==> src/rtl/key_debounce_multi_if.sv <==
// Key conditioner signal bundle: raw pins in, debounced level and event pulses out.
interface key_debounce_multi_if #(
  parameter int N_KEYS = 6
);
  logic [N_KEYS-1:0] key_in;
  logic [N_KEYS-1:0] key_state;
  logic [N_KEYS-1:0] key_press;
  logic [N_KEYS-1:0] key_release;
  logic [N_KEYS-1:0] key_long;
  logic [N_KEYS-1:0] key_repeat;
  logic              tick;

  modport master (
    output key_in,
    input  key_state, key_press, key_release, key_long, key_repeat, tick
  );

  modport slave (
    input  key_in,
    output key_state, key_press, key_release, key_long, key_repeat, tick
  );
endinterface

==> src/rtl/key_debounce_multi.sv <==
// N-channel push-button conditioner: 2-flop sync, shared sample tick, tick-based debounce,
// and a per-key press/long/repeat FSM producing registered one-cycle events.
//   state  | meaning
//   S_IDLE | key released (debounced)
//   S_HELD | pressed, counting ticks toward the long-press threshold
//   S_LONG | long press reached; emitting repeat pulses if enabled
module key_debounce_multi #(
  parameter int N_KEYS       = 6,
  parameter int SCAN_DIV     = 1000000,
  parameter int DEB_SAMPLES  = 3,
  parameter int LONG_TICKS   = 50,
  parameter int REPEAT_TICKS = 10,
  parameter int ACTIVE_LOW   = 1
) (
  input logic                  clk,
  input logic                  rst,
  key_debounce_multi_if.slave  bus
);

  localparam int CW   = $clog2(SCAN_DIV);
  localparam int DW   = $clog2(DEB_SAMPLES + 1);
  localparam int HMAX = (LONG_TICKS > REPEAT_TICKS) ? LONG_TICKS : REPEAT_TICKS;
  localparam int HW   = $clog2(HMAX + 1);

  localparam logic [CW-1:0] DIV_LAST = CW'(SCAN_DIV - 1);
  localparam logic [DW-1:0] DEB_M1   = DW'(DEB_SAMPLES - 1);
  localparam logic [HW-1:0] LONG_M1  = HW'(LONG_TICKS - 1);
  localparam logic [HW-1:0] REP_M1   = HW'((REPEAT_TICKS > 0) ? REPEAT_TICKS - 1 : 0);
  // Synchroniser reset value is the released pin level so reset exit never looks like a press.
  localparam logic [N_KEYS-1:0] REL_LVL = (ACTIVE_LOW != 0) ? {N_KEYS{1'b1}} : {N_KEYS{1'b0}};

  typedef enum logic [1:0] {S_IDLE, S_HELD, S_LONG} state_t;

  logic [N_KEYS-1:0] sync1, sync2, raw_s;
  logic [CW-1:0]     div_cnt;
  logic              tick;

  logic [N_KEYS-1:0] lvl, press_ev, rel_ev, long_ev, rep_ev;
  logic [N_KEYS-1:0] lvl_nxt, press_nxt, rel_nxt, long_nxt, rep_nxt;
  logic [DW-1:0]     deb_cnt  [N_KEYS];
  logic [DW-1:0]     deb_nxt  [N_KEYS];
  logic [HW-1:0]     hold_cnt [N_KEYS];
  logic [HW-1:0]     hold_nxt [N_KEYS];
  state_t            state     [N_KEYS];
  state_t            state_nxt [N_KEYS];

  assign raw_s = (ACTIVE_LOW != 0) ? ~sync2 : sync2;
  assign tick  = (div_cnt == DIV_LAST);

  always_ff @(posedge clk or posedge rst) begin
    if (rst) begin
      sync1   <= REL_LVL;
      sync2   <= REL_LVL;
      div_cnt <= '0;
    end else begin
      sync1   <= bus.key_in;
      sync2   <= sync1;
      div_cnt <= tick ? '0 : div_cnt + 1'b1;
    end
  end

  always_comb begin
    lvl_nxt   = lvl;
    press_nxt = '0;
    rel_nxt   = '0;
    long_nxt  = '0;
    rep_nxt   = '0;
    deb_nxt   = deb_cnt;
    hold_nxt  = hold_cnt;
    state_nxt = state;
    for (int k = 0; k < N_KEYS; k++) begin
      if (tick) begin
        if (raw_s[k] == lvl[k]) begin
          deb_nxt[k] = '0;
        end else if (deb_cnt[k] < DEB_M1) begin
          deb_nxt[k] = deb_cnt[k] + 1'b1;
        end else begin
          deb_nxt[k]   = '0;
          lvl_nxt[k]   = raw_s[k];
          press_nxt[k] = raw_s[k];
          rel_nxt[k]   = ~raw_s[k];
        end
      end
      // An accepted release outranks a long/repeat threshold on the same tick.
      case (state[k])
        S_IDLE: begin
          if (press_nxt[k]) begin
            state_nxt[k] = S_HELD;
            hold_nxt[k]  = '0;
          end
        end
        S_HELD: begin
          if (rel_nxt[k]) begin
            state_nxt[k] = S_IDLE;
            hold_nxt[k]  = '0;
          end else if (tick) begin
            if (hold_cnt[k] == LONG_M1) begin
              long_nxt[k]  = 1'b1;
              state_nxt[k] = S_LONG;
              hold_nxt[k]  = '0;
            end else begin
              hold_nxt[k] = hold_cnt[k] + 1'b1;
            end
          end
        end
        S_LONG: begin
          if (rel_nxt[k]) begin
            state_nxt[k] = S_IDLE;
            hold_nxt[k]  = '0;
          end else if (tick && (REPEAT_TICKS > 0)) begin
            if (hold_cnt[k] == REP_M1) begin
              rep_nxt[k]  = 1'b1;
              hold_nxt[k] = '0;
            end else begin
              hold_nxt[k] = hold_cnt[k] + 1'b1;
            end
          end
        end
        default: begin
          state_nxt[k] = S_IDLE;
          hold_nxt[k]  = '0;
        end
      endcase
    end
  end

  always_ff @(posedge clk or posedge rst) begin
    if (rst) begin
      lvl      <= '0;
      press_ev <= '0;
      rel_ev   <= '0;
      long_ev  <= '0;
      rep_ev   <= '0;
      for (int k = 0; k < N_KEYS; k++) begin
        deb_cnt[k]  <= '0;
        hold_cnt[k] <= '0;
        state[k]    <= S_IDLE;
      end
    end else begin
      lvl      <= lvl_nxt;
      press_ev <= press_nxt;
      rel_ev   <= rel_nxt;
      long_ev  <= long_nxt;
      rep_ev   <= rep_nxt;
      deb_cnt  <= deb_nxt;
      hold_cnt <= hold_nxt;
      state    <= state_nxt;
    end
  end

  assign bus.key_state   = lvl;
  assign bus.key_press   = press_ev;
  assign bus.key_release = rel_ev;
  assign bus.key_long    = long_ev;
  assign bus.key_repeat  = rep_ev;
  assign bus.tick        = tick;

endmodule
==> src/flat_wrapper.sv <==
// flat-port wrapper written by rule: the top's interface ports become plain ports
module key_debounce_multi_flat 
#(
  parameter int N_KEYS       = 6,
  parameter int SCAN_DIV     = 1000000,
  parameter int DEB_SAMPLES  = 3,
  parameter int LONG_TICKS   = 50,
  parameter int REPEAT_TICKS = 10,
  parameter int ACTIVE_LOW   = 1
)
  (clk, rst, bus_key_in, bus_key_state, bus_key_press, bus_key_release, bus_key_long, bus_key_repeat, bus_tick);
  key_debounce_multi_if #(.N_KEYS(N_KEYS)) bus_i ();
  input logic clk;
  input logic rst;
  input wire logic [$bits(bus_i.key_in)-1:0] bus_key_in;
  output wire logic [$bits(bus_i.key_state)-1:0] bus_key_state;
  output wire logic [$bits(bus_i.key_press)-1:0] bus_key_press;
  output wire logic [$bits(bus_i.key_release)-1:0] bus_key_release;
  output wire logic [$bits(bus_i.key_long)-1:0] bus_key_long;
  output wire logic [$bits(bus_i.key_repeat)-1:0] bus_key_repeat;
  output wire logic [$bits(bus_i.tick)-1:0] bus_tick;
  assign bus_i.key_in = bus_key_in;
  assign bus_key_state = bus_i.key_state;
  assign bus_key_press = bus_i.key_press;
  assign bus_key_release = bus_i.key_release;
  assign bus_key_long = bus_i.key_long;
  assign bus_key_repeat = bus_i.key_repeat;
  assign bus_tick = bus_i.tick;
  key_debounce_multi #(.N_KEYS(N_KEYS), .SCAN_DIV(SCAN_DIV), .DEB_SAMPLES(DEB_SAMPLES), .LONG_TICKS(LONG_TICKS), .REPEAT_TICKS(REPEAT_TICKS), .ACTIVE_LOW(ACTIVE_LOW)) u_core (.clk(clk), .rst(rst), .bus(bus_i));
endmodule
==> config.mk <==
export PLATFORM = sky130hd
export DESIGN_NAME = key_debounce_multi_flat
export DESIGN_NICKNAME = d
export VERILOG_FILES = /design/src/rtl/key_debounce_multi_if.sv /design/src/rtl/key_debounce_multi.sv /design/src/flat_wrapper.sv
export SDC_FILE = /design/constraint.sdc
export NUM_CORES = 1
export LEC_CHECK = 0
export ABC_AREA = 1
export BUFFER_PORTS_ARGS = -buffer_cell sky130_fd_sc_hd__buf_2
export CORE_UTILIZATION = 49
export DETAILED_ROUTE_END_ITERATION = 12
export GPL_TIMING_DRIVEN = 0
export HOLD_SLACK_MARGIN = 0.02
export PLACE_DENSITY = 0.77
export SLEW_MARGIN = 20
export SYNTH_ARGS = -nofsm -noshare
export SYNTH_HDL_FRONTEND = slang
export SYNTH_SLANG_ARGS = --single-unit
==> constraint.sdc <==
create_clock -name clk -period 3.65 [get_ports clk]
set_clock_uncertainty 0.2 [all_clocks]
set_input_delay 0.365 -clock clk [delete_from_list [all_inputs] [get_ports clk]]
set_output_delay 0.365 -clock clk [all_outputs]
set_load 0.01 [all_outputs]
==> results.md <==
- Avg Vias per Cell: 5.152
- Setup slack, reg-to-reg: 1.53 ns
- Max Clock Freq: 355.9 MHz
- Clock Latency Late Sink: 0.42 ns
- GRT Resource Usage Total: 0.2230
- Startpoint type of the worst setup path: flip-flop
- Leakage: 4.063 nW
- Pre-antenna DRT Iters: 5
- Yosys reg bits: 122
- Async SR Flop Fraction: 1.000
- Mapped Cells: 858
- Initial antenna violation count: 0
- Die height: 119.9 um
- Antenna Cells: 0
- Num Clock Sinks: 122
- Post-DRT Antenna Nets: 0
- Finished Cell Area: 8046 um2
- Hold path depth: 0
- Count of final hold-check violations: 0
- Clock Pin Slew Worst Setup and Hold Paths: 0.06 ns
- Crit path cell chain: ha_1 -> nand3_2 -> nand3b_1 -> nor2_4 -> buf_4 -> buf_4 -> buf_2
- Post-DP HPWL: 9.859 mm
- Main synth FF type: dfrtp_1
- Rows: 42
- Hold path endpoint: u_core.sync2[5]$_DFF_PP1_
- Period utilisation layout: 0.7698
- Commonest non-fill, non-tap cell in the layout: nand2_1
- TritonCTS clock tree: yes
- Required @ worst endpoint: 3.08 ns
- Initial DRC Count: 395
- Longest Clk Path Bufs: 2
- Share of cells above drive strength 1: 0.1546
- Post-DP Area: 7284 um2
- EDFF count, synth: 0
- Initial Utilization: 0.5082
- Mean post-synth cell area: 7.937 um2
- # setup viols final: 0
- CP max-delay cell: dfrtp_1
- DRC: 0
- First-pass GRT wire length: 25.23 mm
- IO Port Bufs: 38
- Slew @ Worst Pin: 0.6223 ns
- Die ar.: 14370 um2
- Largest net degree at the start of global routing: 34
- RSZ-0062 raised after global routing: no
- Cell variety after synth: 41
- Top cell by count, worst path: buf_4
- Min-delay worst type: reg -> reg
- Commonest non-fill, non-tap cells in the layout: nand2_1 (194), nor2_1 (114), dfrtp_1 (110)
- Synth Net Count: 897
- Max VDD drop: 437.2 uV
- Critical Path AT: 2.24 ns
- Wirelength per Cell: 13.06 um
- Core ar.: 13400 um2
- TNS Setup: 0 ns
- Root buf cell: clkbuf_16
- Final Max Tran Viols: 0
- Synthesis-to-layout area growth: 18.15%
- Htree depth: 4
- Post-CTS Resized: 0
- CTS Buf Count: 17
- Ports: 39
- Nets: 964
- Vias in the first global route: 5497
- Reg-to-reg endpoint: u_core.hold_cnt[34]$_DFFE_PP0P_
- Grt total ovfl: 0
- DRT Wirelength: 14.55 mm
- Cell Pwr Density: 419.7 nW/um2
- Period minus WS final: 2.810 ns
- Post-synthesis cell area: 6810 um2
- Die span in x: 119.9 um
- Post-synthesis sequential area ratio: 0.4505
- CP Class: reg -> out
- Hold path start: u_core.sync1[5]$_DFF_PP1_
- Worst setup EP type: output port
- Reg2reg path depth: 11
- CP Max Fanout: 10
- Status: complete, no violations
- Slowest cell delay on critical path: 0.37 ns
- # fillers: 1143
- Routed via count: 5739
- Synth warnings: 0
- Final GP Congestion: 0.8448
- R2r startpoint: u_core.div_cnt[0]$_DFF_PP0_
- Rel. slew slack: 0.5842
- MaxCap Viol Count: 0
## how the worst max path moves through the flow
stage                                           start                          endpoint  slack (ns)  cells after the start
after floorplan                                   rst  u_core.bus.key_long[0]$_DFF_PP0_        1.60                      1
after global placement                            rst    u_core.hold_cnt[4]$_DFFE_PP0P_        0.81                      2
after detailed placement  u_core.div_cnt[0]$_DFF_PP0_                          bus_tick        1.29                      7
after CTS                 u_core.div_cnt[0]$_DFF_PP0_                          bus_tick        0.82                      7
after global routing      u_core.div_cnt[0]$_DFF_PP0_                          bus_tick        0.68                      7
final                     u_core.div_cnt[0]$_DFF_PP0_                          bus_tick        0.84                      7
## per-layer routing
metal,vias up,routed length [um],track usage,part of all wire
met5,-,0,0,0
met2,119,6940,0.3642,0.48
met4,0,202,0.07656,0.014
met1,2732,6805,0.2895,0.47
li1,2869,-,-,-
met3,19,602,0.05418,0.041
## state kept, by name, summed over array words and instances, names as in the netlist
name                    cells
u_core.deb_cnt             12
u_core.sync1                6
u_core.bus.key_repeat       6
u_core.bus.key_press        6
u_core.bus.key_release      6
u_core.bus.key_long         6
u_core.div_cnt             20
u_core.sync2                6
u_core.bus.key_state        6
u_core.state               12
u_core.hold_cnt            36
## critical path, delay by kind of cell, from the launching register on
kind                     cells  cell delay (ns)
buffers and inverters        3             0.64
AND/OR/NAND/NOR              3             0.61
flip-flops                   1             0.37
adder cells (fa/ha/maj)      1             0.21
## report_power, final
group          total (mW)  switching [mW]  internal (mW)
registers            1.37         0.00668           1.37
clock network        1.96           0.633           1.32
logic              0.0486          0.0322         0.0164
total                3.38           0.672           2.71
## area by class of cell
cell class / count / area, um2 / share of cell area
inverters: 121 / 465.4 / 0.05784
plain buffers: 13 / 87.58 / 0.01088
flip-flops and latches: 122 / 3068 / 0.3813
clock inverters: 13 / 239.0 / 0.02970
repair buffers: 48 / 320.3 / 0.03981
multi-input cells: 602 / 3193 / 0.3968
well taps: 176 / 220.2 / 0.02737
clock buffers: 19 / 452.9 / 0.05629
## stage by stage
stage	total power [mW]	std cells	worst slack, ns	util	hold WS (ns)
after floorplan	1.419	858	1.597	-	0.1452
after global placement	1.432	1072	0.8115	0.5391	0.1459
after detailed placement	1.441	1075	1.294	0.5436	0.1469
after CTS	3.406	1114	0.8190	0.6005	0.1577
after global routing	3.468	1114	0.6751	0.6005	0.1611
final	3.378	1114	0.8401	0.6005	0.1579
## logic make-up after synthesis
logic type               Yosys count  share of synthesized area
AO/OA/AOI/OAI                     63                    0.05089
XOR/XNOR                          25                    0.03215
adder cells (fa/ha/maj)           31                    0.05695
buffers and inverters            134                    0.08065
flip-flops                       122                     0.4505
AND/OR/NAND/NOR                  483                     0.3289
## synthesized netlist by cell type, types with 2 or more instances
cell        n  area (um2)
nand4_4     2       42.54
inv_2       9       33.78
nor2_1    114       427.9
nor3b_1     3       22.52
clkbuf_1    3       11.26
nand2_4     3       33.78
inv_1     109       409.1
o211ai_1    2       15.01
nand4_1    13       81.33
o21ai_0    20       100.1
nand3_2     3       30.03
nor3_1     18       90.09
xnor2_1     8       70.07
nand3_1   104       520.5
nor4_1      2       12.51
o21ai_1    12       60.06
nand4_2     5       62.56
ha_1       31       387.9
nor2_4      5       56.30
nand2_1   194       728.2
dfstp_2    12       315.3
buf_4       3       22.52
buf_6       3       33.78
nand2_2    11       68.82
o21ai_2     2       17.52
clkinv_2    2       10.01
a31oi_1     2       12.51
buf_2       4       20.02
xor2_1     17       148.9
a21oi_1    22       110.1
dfrtp_1   110        2753
## repair_timing
action | CTS | global route
endpoints found under the hold margin | 32 | 0
hold buffers | 7 | 0
buffers inserted | 0 | 0
(Power assumes the default switching activity.)
